<file path="config.mk">
export PLATFORM = sky130hd
export DESIGN_NAME = sram_rr_arbiter_flat
export DESIGN_NICKNAME = d
export VERILOG_FILES = /design/src/rtl/sram_rr_arbiter_if.sv /design/src/rtl/sram_rr_arbiter.sv /design/src/flat_wrapper.sv
export SDC_FILE = /design/constraint.sdc
export NUM_CORES = 1
export LEC_CHECK = 0
export BUFFER_PORTS_ARGS = -buffer_cell sky130_fd_sc_hd__buf_2
export CELL_PAD_IN_SITES_DETAIL_PLACEMENT = 0
export CELL_PAD_IN_SITES_GLOBAL_PLACEMENT = 2
export CORE_UTILIZATION = 10
export DETAILED_ROUTE_END_ITERATION = 12
export GPL_TIMING_DRIVEN = 0
export PLACE_DENSITY_LB_ADDON = 0.1
export SETUP_SLACK_MARGIN = 0.2
export SLEW_MARGIN = 20
export SYNTH_ARGS = -nofsm -noshare
export SYNTH_HDL_FRONTEND = slang
export SYNTH_SLANG_ARGS = --single-unit
</file>
<file path="constraint.sdc">
create_clock -name clk -period 1.37 [get_ports clk]
set_input_delay 0.2055 -clock clk [delete_from_list [all_inputs] [get_ports clk]]
set_output_delay 0.2055 -clock clk [all_outputs]
set_load 0.05 [all_outputs]
</file>
<file path="src/rtl/sram_rr_arbiter_if.sv">
// Bus bundle between the two picorv32-native requesters, the arbiter and the
// single-port SRAM macro. The arbiter takes the slave side; the requesters
// and the SRAM model take the master side.
interface sram_rr_arbiter_if #(
  parameter int AW = 16
);
  // requester 0 (CPU native port)
  logic          m0_valid;
  logic [31:0]   m0_addr;
  logic [31:0]   m0_wdata;
  logic [3:0]    m0_wstrb;
  logic          m0_ready;
  logic [31:0]   m0_rdata;
  // requester 1 (DMA or other second master)
  logic          m1_valid;
  logic [31:0]   m1_addr;
  logic [31:0]   m1_wdata;
  logic [3:0]    m1_wstrb;
  logic          m1_ready;
  logic [31:0]   m1_rdata;
  // SRAM macro side
  logic [3:0]    ram_wen;
  logic [AW-1:0] ram_addr;
  logic [31:0]   ram_wdata;
  logic [31:0]   ram_rdata;

  modport slave (
    input  m0_valid, m0_addr, m0_wdata, m0_wstrb,
    output m0_ready, m0_rdata,
    input  m1_valid, m1_addr, m1_wdata, m1_wstrb,
    output m1_ready, m1_rdata,
    output ram_wen, ram_addr, ram_wdata,
    input  ram_rdata
  );

  modport master (
    output m0_valid, m0_addr, m0_wdata, m0_wstrb,
    input  m0_ready, m0_rdata,
    output m1_valid, m1_addr, m1_wdata, m1_wstrb,
    input  m1_ready, m1_rdata,
    input  ram_wen, ram_addr, ram_wdata,
    output ram_rdata
  );
endinterface

</file>
<file path="src/rtl/sram_rr_arbiter.sv">
// Two-master arbiter in front of a single-port SRAM with 1-cycle registered
// read. One transaction at a time: IDLE (arbitrate) -> ACC (drive SRAM) ->
// RSP (return ready/rdata), so a grant costs exactly 3 cycles. On contention
// the masters alternate (ROUND_ROBIN=1) or m0 always wins (ROUND_ROBIN=0).
module sram_rr_arbiter #(
  parameter int WORDS       = 65536,
  parameter bit ROUND_ROBIN = 1'b1
) (
  input  logic               clk,
  input  logic               resetn,
  sram_rr_arbiter_if.slave   bus
);

  localparam int AW = $clog2(WORDS);

  typedef enum logic [1:0] {
    ST_IDLE = 2'd0,
    ST_ACC  = 2'd1,
    ST_RSP  = 2'd2
  } state_t;

  state_t      r_state;
  state_t      w_state_next;
  logic        r_gnt;        // granted master index
  logic        w_gnt_next;
  logic        r_last;       // master served most recently; reset to 1 so m0 wins the first tie
  logic        w_last_next;

  logic [1:0]  w_valid;
  logic [1:0]  w_ready;
  logic [31:0] w_sel_addr;
  logic [31:0] w_sel_wdata;
  logic [3:0]  w_sel_wstrb;
  logic        w_unused_addr;

  assign w_valid = {bus.m1_valid, bus.m0_valid};

  // Address/data are taken live from the granted master during ACC; they are
  // not captured at grant time, so a master that misbehaves still gets a
  // well-defined (if meaningless) access.
  assign w_sel_addr  = r_gnt ? bus.m1_addr  : bus.m0_addr;
  assign w_sel_wdata = r_gnt ? bus.m1_wdata : bus.m0_wdata;
  assign w_sel_wstrb = r_gnt ? bus.m1_wstrb : bus.m0_wstrb;

  // Byte-offset and above-depth address bits are intentionally ignored; the
  // decoder guarantees the address is in range.
  assign w_unused_addr = ^w_sel_addr;

  // Per-master response: ready pulses in RSP for the granted master only;
  // rdata is forced to zero for everybody else so a waiting master sees 0.
  generate
    for (genvar gi = 0; gi < 2; gi++) begin : g_resp
      assign w_ready[gi] = (r_state == ST_RSP) && (r_gnt == 1'(gi));
    end
  endgenerate

  assign bus.m0_ready = w_ready[0];
  assign bus.m1_ready = w_ready[1];
  assign bus.m0_rdata = w_ready[0] ? bus.ram_rdata : 32'h0;
  assign bus.m1_rdata = w_ready[1] ? bus.ram_rdata : 32'h0;

  // State, grant and round-robin history registers
  always_ff @(posedge clk) begin
    if (!resetn) begin
      r_state <= ST_IDLE;
      r_gnt   <= 1'b0;
      r_last  <= 1'b1;
    end else begin
      r_state <= w_state_next;
      r_gnt   <= w_gnt_next;
      r_last  <= w_last_next;
    end
  end

  // Next-state, arbitration decision and SRAM drive for the current state
  always_comb begin
    w_state_next  = r_state;
    w_gnt_next    = r_gnt;
    w_last_next   = r_last;
    bus.ram_wen   = 4'h0;
    bus.ram_addr  = '0;
    bus.ram_wdata = 32'h0;

    case (r_state)
      ST_IDLE: begin
        if (|w_valid) begin
          w_state_next = ST_ACC;
          if (&w_valid) begin
            // Tie: alternate away from the last winner, or favour m0.
            w_gnt_next = ROUND_ROBIN ? ~r_last : 1'b0;
          end else begin
            w_gnt_next = w_valid[1];
          end
        end
      end

      ST_ACC: begin
        // Single SRAM access cycle; write enables exist only here.
        bus.ram_addr  = w_sel_addr[AW+1:2];
        bus.ram_wdata = w_sel_wdata;
        bus.ram_wen   = w_sel_wstrb;
        w_last_next   = r_gnt;
        w_state_next  = ST_RSP;
      end

      ST_RSP: begin
        // Registered SRAM read data is valid now; ready is driven above.
        w_state_next = ST_IDLE;
      end

      default: begin
        w_state_next = ST_IDLE;
      end
    endcase
  end

endmodule
</file>
<file path="src/flat_wrapper.sv">
// flat-port wrapper written by rule: the top's interface ports become plain ports
module sram_rr_arbiter_flat 
#(
  parameter int WORDS       = 65536,
  parameter bit ROUND_ROBIN = 1'b1
)
  (clk, resetn, bus_m0_valid, bus_m0_addr, bus_m0_wdata, bus_m0_wstrb, bus_m0_ready, bus_m0_rdata, bus_m1_valid, bus_m1_addr, bus_m1_wdata, bus_m1_wstrb, bus_m1_ready, bus_m1_rdata, bus_ram_wen, bus_ram_addr, bus_ram_wdata, bus_ram_rdata);
  sram_rr_arbiter_if bus_i ();
  input  logic clk;
  input  logic resetn;
  input wire logic [$bits(bus_i.m0_valid)-1:0] bus_m0_valid;
  input wire logic [$bits(bus_i.m0_addr)-1:0] bus_m0_addr;
  input wire logic [$bits(bus_i.m0_wdata)-1:0] bus_m0_wdata;
  input wire logic [$bits(bus_i.m0_wstrb)-1:0] bus_m0_wstrb;
  output wire logic [$bits(bus_i.m0_ready)-1:0] bus_m0_ready;
  output wire logic [$bits(bus_i.m0_rdata)-1:0] bus_m0_rdata;
  input wire logic [$bits(bus_i.m1_valid)-1:0] bus_m1_valid;
  input wire logic [$bits(bus_i.m1_addr)-1:0] bus_m1_addr;
  input wire logic [$bits(bus_i.m1_wdata)-1:0] bus_m1_wdata;
  input wire logic [$bits(bus_i.m1_wstrb)-1:0] bus_m1_wstrb;
  output wire logic [$bits(bus_i.m1_ready)-1:0] bus_m1_ready;
  output wire logic [$bits(bus_i.m1_rdata)-1:0] bus_m1_rdata;
  output wire logic [$bits(bus_i.ram_wen)-1:0] bus_ram_wen;
  output wire logic [$bits(bus_i.ram_addr)-1:0] bus_ram_addr;
  output wire logic [$bits(bus_i.ram_wdata)-1:0] bus_ram_wdata;
  input wire logic [$bits(bus_i.ram_rdata)-1:0] bus_ram_rdata;
  assign bus_i.m0_valid = bus_m0_valid;
  assign bus_i.m0_addr = bus_m0_addr;
  assign bus_i.m0_wdata = bus_m0_wdata;
  assign bus_i.m0_wstrb = bus_m0_wstrb;
  assign bus_m0_ready = bus_i.m0_ready;
  assign bus_m0_rdata = bus_i.m0_rdata;
  assign bus_i.m1_valid = bus_m1_valid;
  assign bus_i.m1_addr = bus_m1_addr;
  assign bus_i.m1_wdata = bus_m1_wdata;
  assign bus_i.m1_wstrb = bus_m1_wstrb;
  assign bus_m1_ready = bus_i.m1_ready;
  assign bus_m1_rdata = bus_i.m1_rdata;
  assign bus_ram_wen = bus_i.ram_wen;
  assign bus_ram_addr = bus_i.ram_addr;
  assign bus_ram_wdata = bus_i.ram_wdata;
  assign bus_i.ram_rdata = bus_ram_rdata;
  sram_rr_arbiter #(.WORDS(WORDS), .ROUND_ROBIN(ROUND_ROBIN)) u_core (.clk(clk), .resetn(resetn), .bus(bus_i));
endmodule
</file>
# [Word-level counts from Yosys, hierarchy flattened]
# Cells that the tools add are included.
[word_totals] reg_bits=4 latchBits=0 ramBits=0 mem_bits_ro=0 inputBits=172 out_inout_bits=118 word_cells=25 mem_count=0
[op_classes] addsub=0 mul=0 div_mod_pow=0 magnitude_cmp=0 eq_ne=3 n_shift=0 n_mux=11 bitwise_logic=2 n_reduce_logical=6
[ops] operator="$mux 32" n=4
[ops] operator="$mux 18" n=1
[ops] operator="$mux 16" n=1
[ops] operator="$mux 4" n=2
[ops] operator="$pmux 2 s2" n=1
[ops] operator="$reduce_and 2->1" n=2
[ops] operator="$eq 2x1->1 const B" n=1
[ops] operator="$eq 2x2->1 const B" n=1
[ops] operator="$logic_and 1x1->1" n=2
[ops] operator="$logic_not 2->1" n=1
[ops] operator="$mux 2" n=1
[ops] operator="$ne 2x1->1 const B" n=1
[ops] operator="$not 1->1" n=2
[ops] operator="$reduce_or 2->1" n=1
[ops] operator="$mux 1" n=1

# [Depth between registers and ports, before layout]
# Gate-level depths: netlist of the first run.
[logic_depth] word_depth=3 depth_mapped=4 ltp_nobuf=2

# [Least setup slack after synthesis of the first run]
# OpenSTA, ideal clock, no wires.
[synth_path] kind="register to output" start="register u_core.r_state[1]" end="output bus_m0_rdata[22]" arrival_ns=1.462 required_time_ns=1.165 path_slack_ns=-0.297 stages_incl_launch_ff=4 path_buffers=1 path_cell_list="dfxtp_1 nor3b_2 buf_2 and2_1"
[synth_between] elab_chain_cells=3
[synth_lines] element="from (decl)" line="sram_rr_arbiter.sv:22" rtl="state_t r_state;"
[synth_lines] element="from (signal assigned)" line="sram_rr_arbiter.sv:69" rtl="r_state <= w_state_next;"
[synth_lines] element="$eq 2x2->1" line="sram_rr_arbiter.sv:53" rtl="assign w_ready[gi] = (r_state == ST_RSP) && (r_gnt == 1'(gi));"
[synth_lines] element="$logic_and 1x1->1" line="sram_rr_arbiter.sv:53"
[synth_lines] element="net bus_m0_ready" line="flat_wrapper.sv:15" rtl="output wire logic [$bits(bus_i.m0_ready)-1:0] bus_m0_ready;"
[synth_lines] element="$mux 32" line="sram_rr_arbiter.sv:59" rtl="assign bus.m0_rdata = w_ready[0] ? bus.ram_rdata : 32'h0;"
[synth_lines] element="to (decl)" line="flat_wrapper.sv:16" rtl="output wire logic [$bits(bus_i.m0_rdata)-1:0] bus_m0_rdata;"
# The timed path passes the listed nets, and every way through them passes these cells.

# [Worst setup path after layout of the first run]
[layout_path] start="register u_core.r_gnt" end="output bus_m1_rdata[30]"
[layout_between] elab_chain_cells=2
[layout_lines] element="from (decl)" line="sram_rr_arbiter.sv:24" rtl="logic r_gnt;"
[layout_lines] element="from (signal assigned)" line="sram_rr_arbiter.sv:70" rtl="r_gnt <= w_gnt_next;"
[layout_lines] element="$logic_and 1x1->1" line="sram_rr_arbiter.sv:53"
[layout_lines] element="$mux 32" line="sram_rr_arbiter.sv:60" rtl="assign bus.m1_rdata = w_ready[1] ? bus.ram_rdata : 32'h0;"
[layout_lines] element="to (decl)" line="flat_wrapper.sv:22" rtl="output wire logic [$bits(bus_i.m1_rdata)-1:0] bus_m1_rdata;"
# Every way passes these cells.

==> run_results.csv, run 1 <==
group,metric,value,unit
clock_tree,cts_sinks,4,
clock_tree,clk_pin_slew,30,ps
global_route,grt_pass1_wl,12800,um
critical_path,critical_path_arrival,1520,ps
clock_tree,clock_path_buffers,2,
yosys,synthAdderAreaFrac,0,
critical_path,path_class,"reg2out",
timing,drv_slew,0,
route,wl,8500,um
route,ant_nets,0,
die,design.die.area,14500,um^2
timing,setup_viol,118,
yosys,synth-simple-area-share,0.472,
clock_tree,h-tree-depth,1,
cells_and_area,syn_to_final_growth,258,%
route,route.detailed.wl_per_inst,12.9,um
cells_and_area,layout.cells.non_filler,661,
place,io_buffers,257,
die,dieWidth,121,um
global_route,overflow,0,
clock_tree,cts-buffers-inserted,3,
yosys,synth_compound_area_frac,0.0214,
place,dp_hpwl,6600,um
cells_and_area,regArea,91.3,um^2
cells_and_area,multi_input_area,2160,um^2
global_route,antenna_found_initial,0,
timing,worst_pin_slew,270,ps
timing,layout_setup_ws,-353,ps
route,viasPerCell,3.82,
power,finalPower,2.60,mW
die,io_pins,290,
timing,maxSlewHeadroom,0.821,
route,drt_first_pass_iters,4,
global_route,grt_pass1_vias,2593,
yosys,synth_xor_area_frac,0,
power,p_leak,2.31,nW
cells_and_area,n_fill_cell,1361,
timing,hold_viol_final,0,
global_route,grt_max_degree,11,
global_route,grt_usage,0.111,
timing,finalCriticalPeriod,1720,ps
critical_path,critPathLaunchType,"flip-flop",
yosys,synth_mux_area_frac,0.370,
die,start_util,0.105,
cells_and_area,drive_above_1_share,0.975,
timing,max_clock_freq,580,MHz
clock_tree,cts_tree,"built",
critical_path,end_kind,"primary output",
outcome,outcome,"finished with violations",
power,power_density,517,nW/um^2
yosys,netlist_area,1410,um^2
yosys,synth_warnings,0,
hold_path,min_path_type,"in2reg",
yosys,yosysUniqueCellTypes,19,
die,rows,42,
yosys,ys_seq_elements,4,
critical_path,required,1160,ps
clock_tree,clock_latency,230,ps
timing,fin_skew,3.11,ps
power,max-vdd-ir-drop,0.303,mV
timing,timing.final.crit_share,1.26,
route,drt_iter0_markers,40,
critical_path,crit_fanout,10,
clock_tree,cts-root-buf,"clkbuf_16",
route,num_vias,2524,
hold_path,hold_depth,2,
yosys,synth_top_family_by_area,"simple AND/OR/NAND/NOR gates",
yosys,synth_fp_nets,376,
die,core-area,13500,um^2
yosys,yosysSeqAreaShare,0.0569,
die,die_h,121,um
cells_and_area,n_antenna_cell,0,
route,drc,0,
critical_path,rr_worst_depth,3,
timing,rsz0062_at_grt,"yes",
place,gp_congestion,0.652,
outcome,violations,"setup timing",
job,maxCapViolCount,0,
yosys,avgSynthCellArea,6.89,um^2
place,dp_cells,637,
yosys,synth_cells,204,
cells_and_area,fin_nets,659,
[synthesized netlist by cell type (all sizes together)]
cell | number | share of area
nand2b | 1 | 0.0045
and2 | 65 | 0.29
nand3b | 1 | 0.0053
nor2 | 52 | 0.14
a32o | 1 | 0.0071
nor2b | 1 | 0.0045
o21ai | 1 | 0.0036
nor3b | 2 | 0.014
and3b | 1 | 0.0062
inv | 1 | 0.0027
dfxtp | 4 | 0.057
o211ai | 1 | 0.0053
mux2i | 52 | 0.37
a21boi | 1 | 0.0053
buf | 18 | 0.077
nor3 | 1 | 0.0036
or3b | 1 | 0.0062
[metal layers]
metal | up-vias | track usage | wire, um
li1 | 1233 | - | -
met1 | 1143 | 0.117 | 2810
met2 | 144 | 0.222 | 4880
met3 | 4 | 0.0259 | 746
met4 | 0 | 0.0231 | 58
met5 | - | 0 | 0
[power by group]
| part | internal, mW | switching (mW) | total (mW) |
|---|---|---|---|
| logic | 0.871 | 1.14 | 2.01 |
| registers | 0.127 | 0.0114 | 0.138 |
| clock network | 0.373 | 0.0802 | 0.453 |
| total | 1.37 | 1.23 | 2.60 |
[cell usage in the layout (no fill, tap or decap)]
cell,n
a21boi_0,1
a32o_1,1
and2_1,1
and2_2,3
and2_4,61
and3b_2,1
buf_12,8
buf_16,2
buf_2,187
buf_4,7
buf_6,30
buf_8,61
clkbuf_16,4
dfxtp_1,1
dfxtp_4,3
inv_1,1
mux2i_2,31
mux2i_4,21
nand2b_4,1
nand3b_1,1
nor2_4,52
nor2b_1,1
nor3_1,1
nor3b_1,1
nor3b_4,1
o211ai_1,1
o21ai_0,1
or3b_1,1
[worst max-delay path, stage by stage, from the launching register on]
cell and delay, ps:
dfxtp_4 350, buf_12 140, and3b_2 240, buf_12 140
buf_12 130, and2_4 140, buf_8 140
[cells by family (layout without fill, tap and decap cells)]
group,count (synthesis),in the layout
buf+inv,19,300
simple gates,125,125
flops,4,4
mux,52,52
compound gates,4,4
[repair_timing]
item                       4_1_cts  5_1_grt
hold buffers                     0        0
pin swaps                       14        5
setup buffers                    8        7
setup endpoints to repair      118      119
gates cloned                     5        1
gates resized for setup        276       37
[stage by stage]
stage | hold WS [ps] | setup slack [ps] | cell area (um^2) | utilization | setup TNS, ps
6_report | 214 | -353 | 5030 | 0.374 | -33470
3_3_place_gp | 447 | -253 | 3560 | 0.264 | -19250
5_1_grt | 236 | -388 | 5030 | 0.374 | -39300
4_1_cts | 218 | -360 | 4730 | 0.352 | -34390
3_5_place_dp | 450 | -272 | 3560 | 0.264 | -21410
2_1_floorplan | 294 | 50.3 | 2050 | - | 0
[state kept, by name, summed over array words and instances, names as in the netlist]
| register | flops |
|---|---|
| u_core.r_last | 1 |
| u_core.r_state | 2 |
| u_core.r_gnt | 1 |
[final timing paths]
check,from,end,slack (ps)
min reg2reg,u_core.r_last,u_core.r_last,490
min,resetn,u_core.r_last,210
max,u_core.r_gnt,bus_m1_rdata[30],-350
max reg2reg,u_core.r_state[0],u_core.r_gnt,170
[area by class of cell]
type | instances | share of cell area
multi-input combinational | 181 | 0.429
sequential | 4 | 0.0182
buffer | 18 | 0.0503
inverter | 1 | 0.000746
tap | 176 | 0.0438
clock buffer | 3 | 0.0149
timing repair buffer | 278 | 0.443
No activity file was read; power rests on OpenSTA's default activity.
==> run 2, diff against run 1 <==
clock period = 1.8 ns   (was 1.37 ns; I/O delays follow)
==> run_results.csv, run 2 (synthesized netlist as in run 1, its figures left out) <==
group,metric,value,unit
outcome,outcome,"complete, no violations",
clock_tree,clock_path_buffers,2,
critical_path,cp_num_buf_inv,3,
timing,setup_viol,0,
global_route,grt_usage,0.0994,
die,design.die.area,14500,um^2
place,gp_congestion,0.698,
cells_and_area,n_fill_cell,1429,
clock_tree,postCtsHoldBufs,0,
clock_tree,clock_latency,220,ps
place,dp_slack,-48.8,ps
clock_tree,cts_tree,"built",
route,num_vias,2504,
timing,worst_pin_slew,276,ps
route,viasPerCell,3.81,
job,maxCapViolCount,0,
cells_and_area,multi_input_area,1410,um^2
hold_path,min_path_type,"in2reg",
clock_tree,clk_pin_slew,30,ps
clock_tree,h-tree-depth,1,
critical_path,r2r-start,"u_core.r_state[0]",
place,placed_area,2940,um^2
critical_path,r2r-end,"u_core.r_gnt",
critical_path,cp_num_cells,5,
critical_path,crit_fanout,8,
critical_path,path_class,"reg2out",
die,dieWidth,121,um
critical_path,cp_common_cell,"buf_6",
power,power_density,389,nW/um^2
power,max-vdd-ir-drop,0.273,mV
timing,drv_slew,0,
cells_and_area,final_common_cell,"buf_2",
global_route,antenna_found_initial,0,
timing,timing.final.crit_share,0.958,
route,drt_iter0_markers,32,
cells_and_area,final_cell_mix,"buf_2 (150), buf_8 (59), and2_4 (58)",
route,drc,0,
timing,finalCriticalPeriod,1730,ps
route,wl,8430,um
critical_path,end_kind,"primary output",
cells_and_area,largest_register_ffs,2,
die,start_util,0.105,
place,dp_hpwl,6270,um
critical_path,critical_path_arrival,1460,ps
cells_and_area,syn_to_final_growth,202,%
route,drt_first_pass_iters,3,
critical_path,crit_start,"u_core.r_gnt",
global_route,overflow,0,
die,die_h,121,um
global_route,grt_pass1_wl,11500,um
timing,hold_viol_final,0,
clock_tree,cts-root-buf,"clkbuf_16",
critical_path,required,1530,ps
cells_and_area,regMostFlops,"u_core.r_state",
critical_path,crit_slowest_cell,"dfxtp_4",
cells_and_area,reg_top3,"u_core.r_state (2), u_core.r_gnt (1), u_core.r_last (1)",
timing,maxSlewHeadroom,0.817,
power,p_leak,2.14,nW
cells_and_area,regArea,91.3,um^2
critical_path,cp_top_family,"simple AND/OR/NAND/NOR gates",
global_route,grt_pass1_vias,2442,
cells_and_area,drive_above_1_share,0.757,
place,io_buffers,257,
timing,layout_setup_ws,74.8,ps
cells_and_area,fin_nets,656,
timing,rsz0062_at_grt,"yes",
cells_and_area,finalInstanceArea,4240,um^2
clock_tree,cts_sinks,4,
critical_path,reg2reg_slack,570,ps
critical_path,critPathLaunchType,"flip-flop",
critical_path,rr_worst_depth,3,
timing,max_clock_freq,580,MHz
die,core-area,13500,um^2
route,route.detailed.wl_per_inst,12.8,um
global_route,grt_max_degree,11,
die,io_pins,290,
critical_path,crit_path_max_incr_delay,360,ps
critical_path,path_cells,"buf_8 -> and3b_4 -> buf_6 -> and2_1 -> buf_6",
cells_and_area,n_antenna_cell,0,
critical_path,cp-endpoint,"bus_m1_rdata[3]",
timing,fin_skew,3.70,ps
route,ant_nets,0,
clock_tree,cts-buffers-inserted,3,
die,rows,42,
## run 2: cell count changes in the layout (fill, tap and decap cells not counted), sizes merged
| cell | before | now |
|---|---|---|
| buf | 295 | 290 |
| clkbuf | 4 | 6 |
## run 2: per-stage QoR
step	utilization	hold slack (ps)	std cells	power, mW	setup TNS [ps]
final	0.315	288	658	1.65	0
after global routing	0.315	293	658	1.74	0
after CTS	0.281	291	650	1.57	0
after detailed placement	0.218	485	637	1.07	-424
after global placement	0.218	484	637	1.07	-15.4
after floorplan	-	359	204	0.759	0
## run 2: repair_timing
item / in CTS / in global routing
resized for setup: 234 / 129
pin swaps: 18 / 38
gates cloned: 3 / 5
setup buffers: 7 / 3
setup endpoints to repair: 118 / 117
## run 2: area by class of cell
cell class	count	area share
buffer	18	0.0463
sequential	4	0.0215
multi-input combinational	181	0.331
inverter	1	0.000884
clock buffer	3	0.0177
tap	176	0.0519
timing repair buffer	275	0.530
## run 2: worst min-delay path by stage
| stage | endpoint | start | depth (start not counted) | slack [ps] |
|---|---|---|---|---|
| floorplan | u_core.r_last | resetn | 1 | 360 |
| global placement | u_core.r_last | u_core.r_last | 2 | 480 |
| detailed placement | u_core.r_last | u_core.r_last | 2 | 480 |
| CTS | u_core.r_last | resetn | 2 | 290 |
| global route | u_core.r_last | resetn | 2 | 290 |
| finish | u_core.r_last | resetn | 2 | 290 |
## run 2: layer usage
| metal | routed length [um] | GRT usage | up-vias |
|---|---|---|---|
| li1 | - | - | 1225 |
| met1 | 2690 | 0.0855 | 1118 |
| met2 | 4880 | 0.225 | 159 |
| met3 | 826 | 0.0236 | 2 |
| met4 | 30 | 0.0116 | 0 |
| met5 | 0 | 0 | - |
## run 2: report_power, final
part | switching (mW) | internal [mW]
clock network | 0.0626 | 0.284
registers | 0.00978 | 0.0966
logic | 0.688 | 0.510
total | 0.761 | 0.890
## run 2: worst reg2reg max path, stage by stage, from the launching register on
cell and delay [ps]:
dfxtp_4 350, buf_4 150, or3b_1 340, a32o_1 270
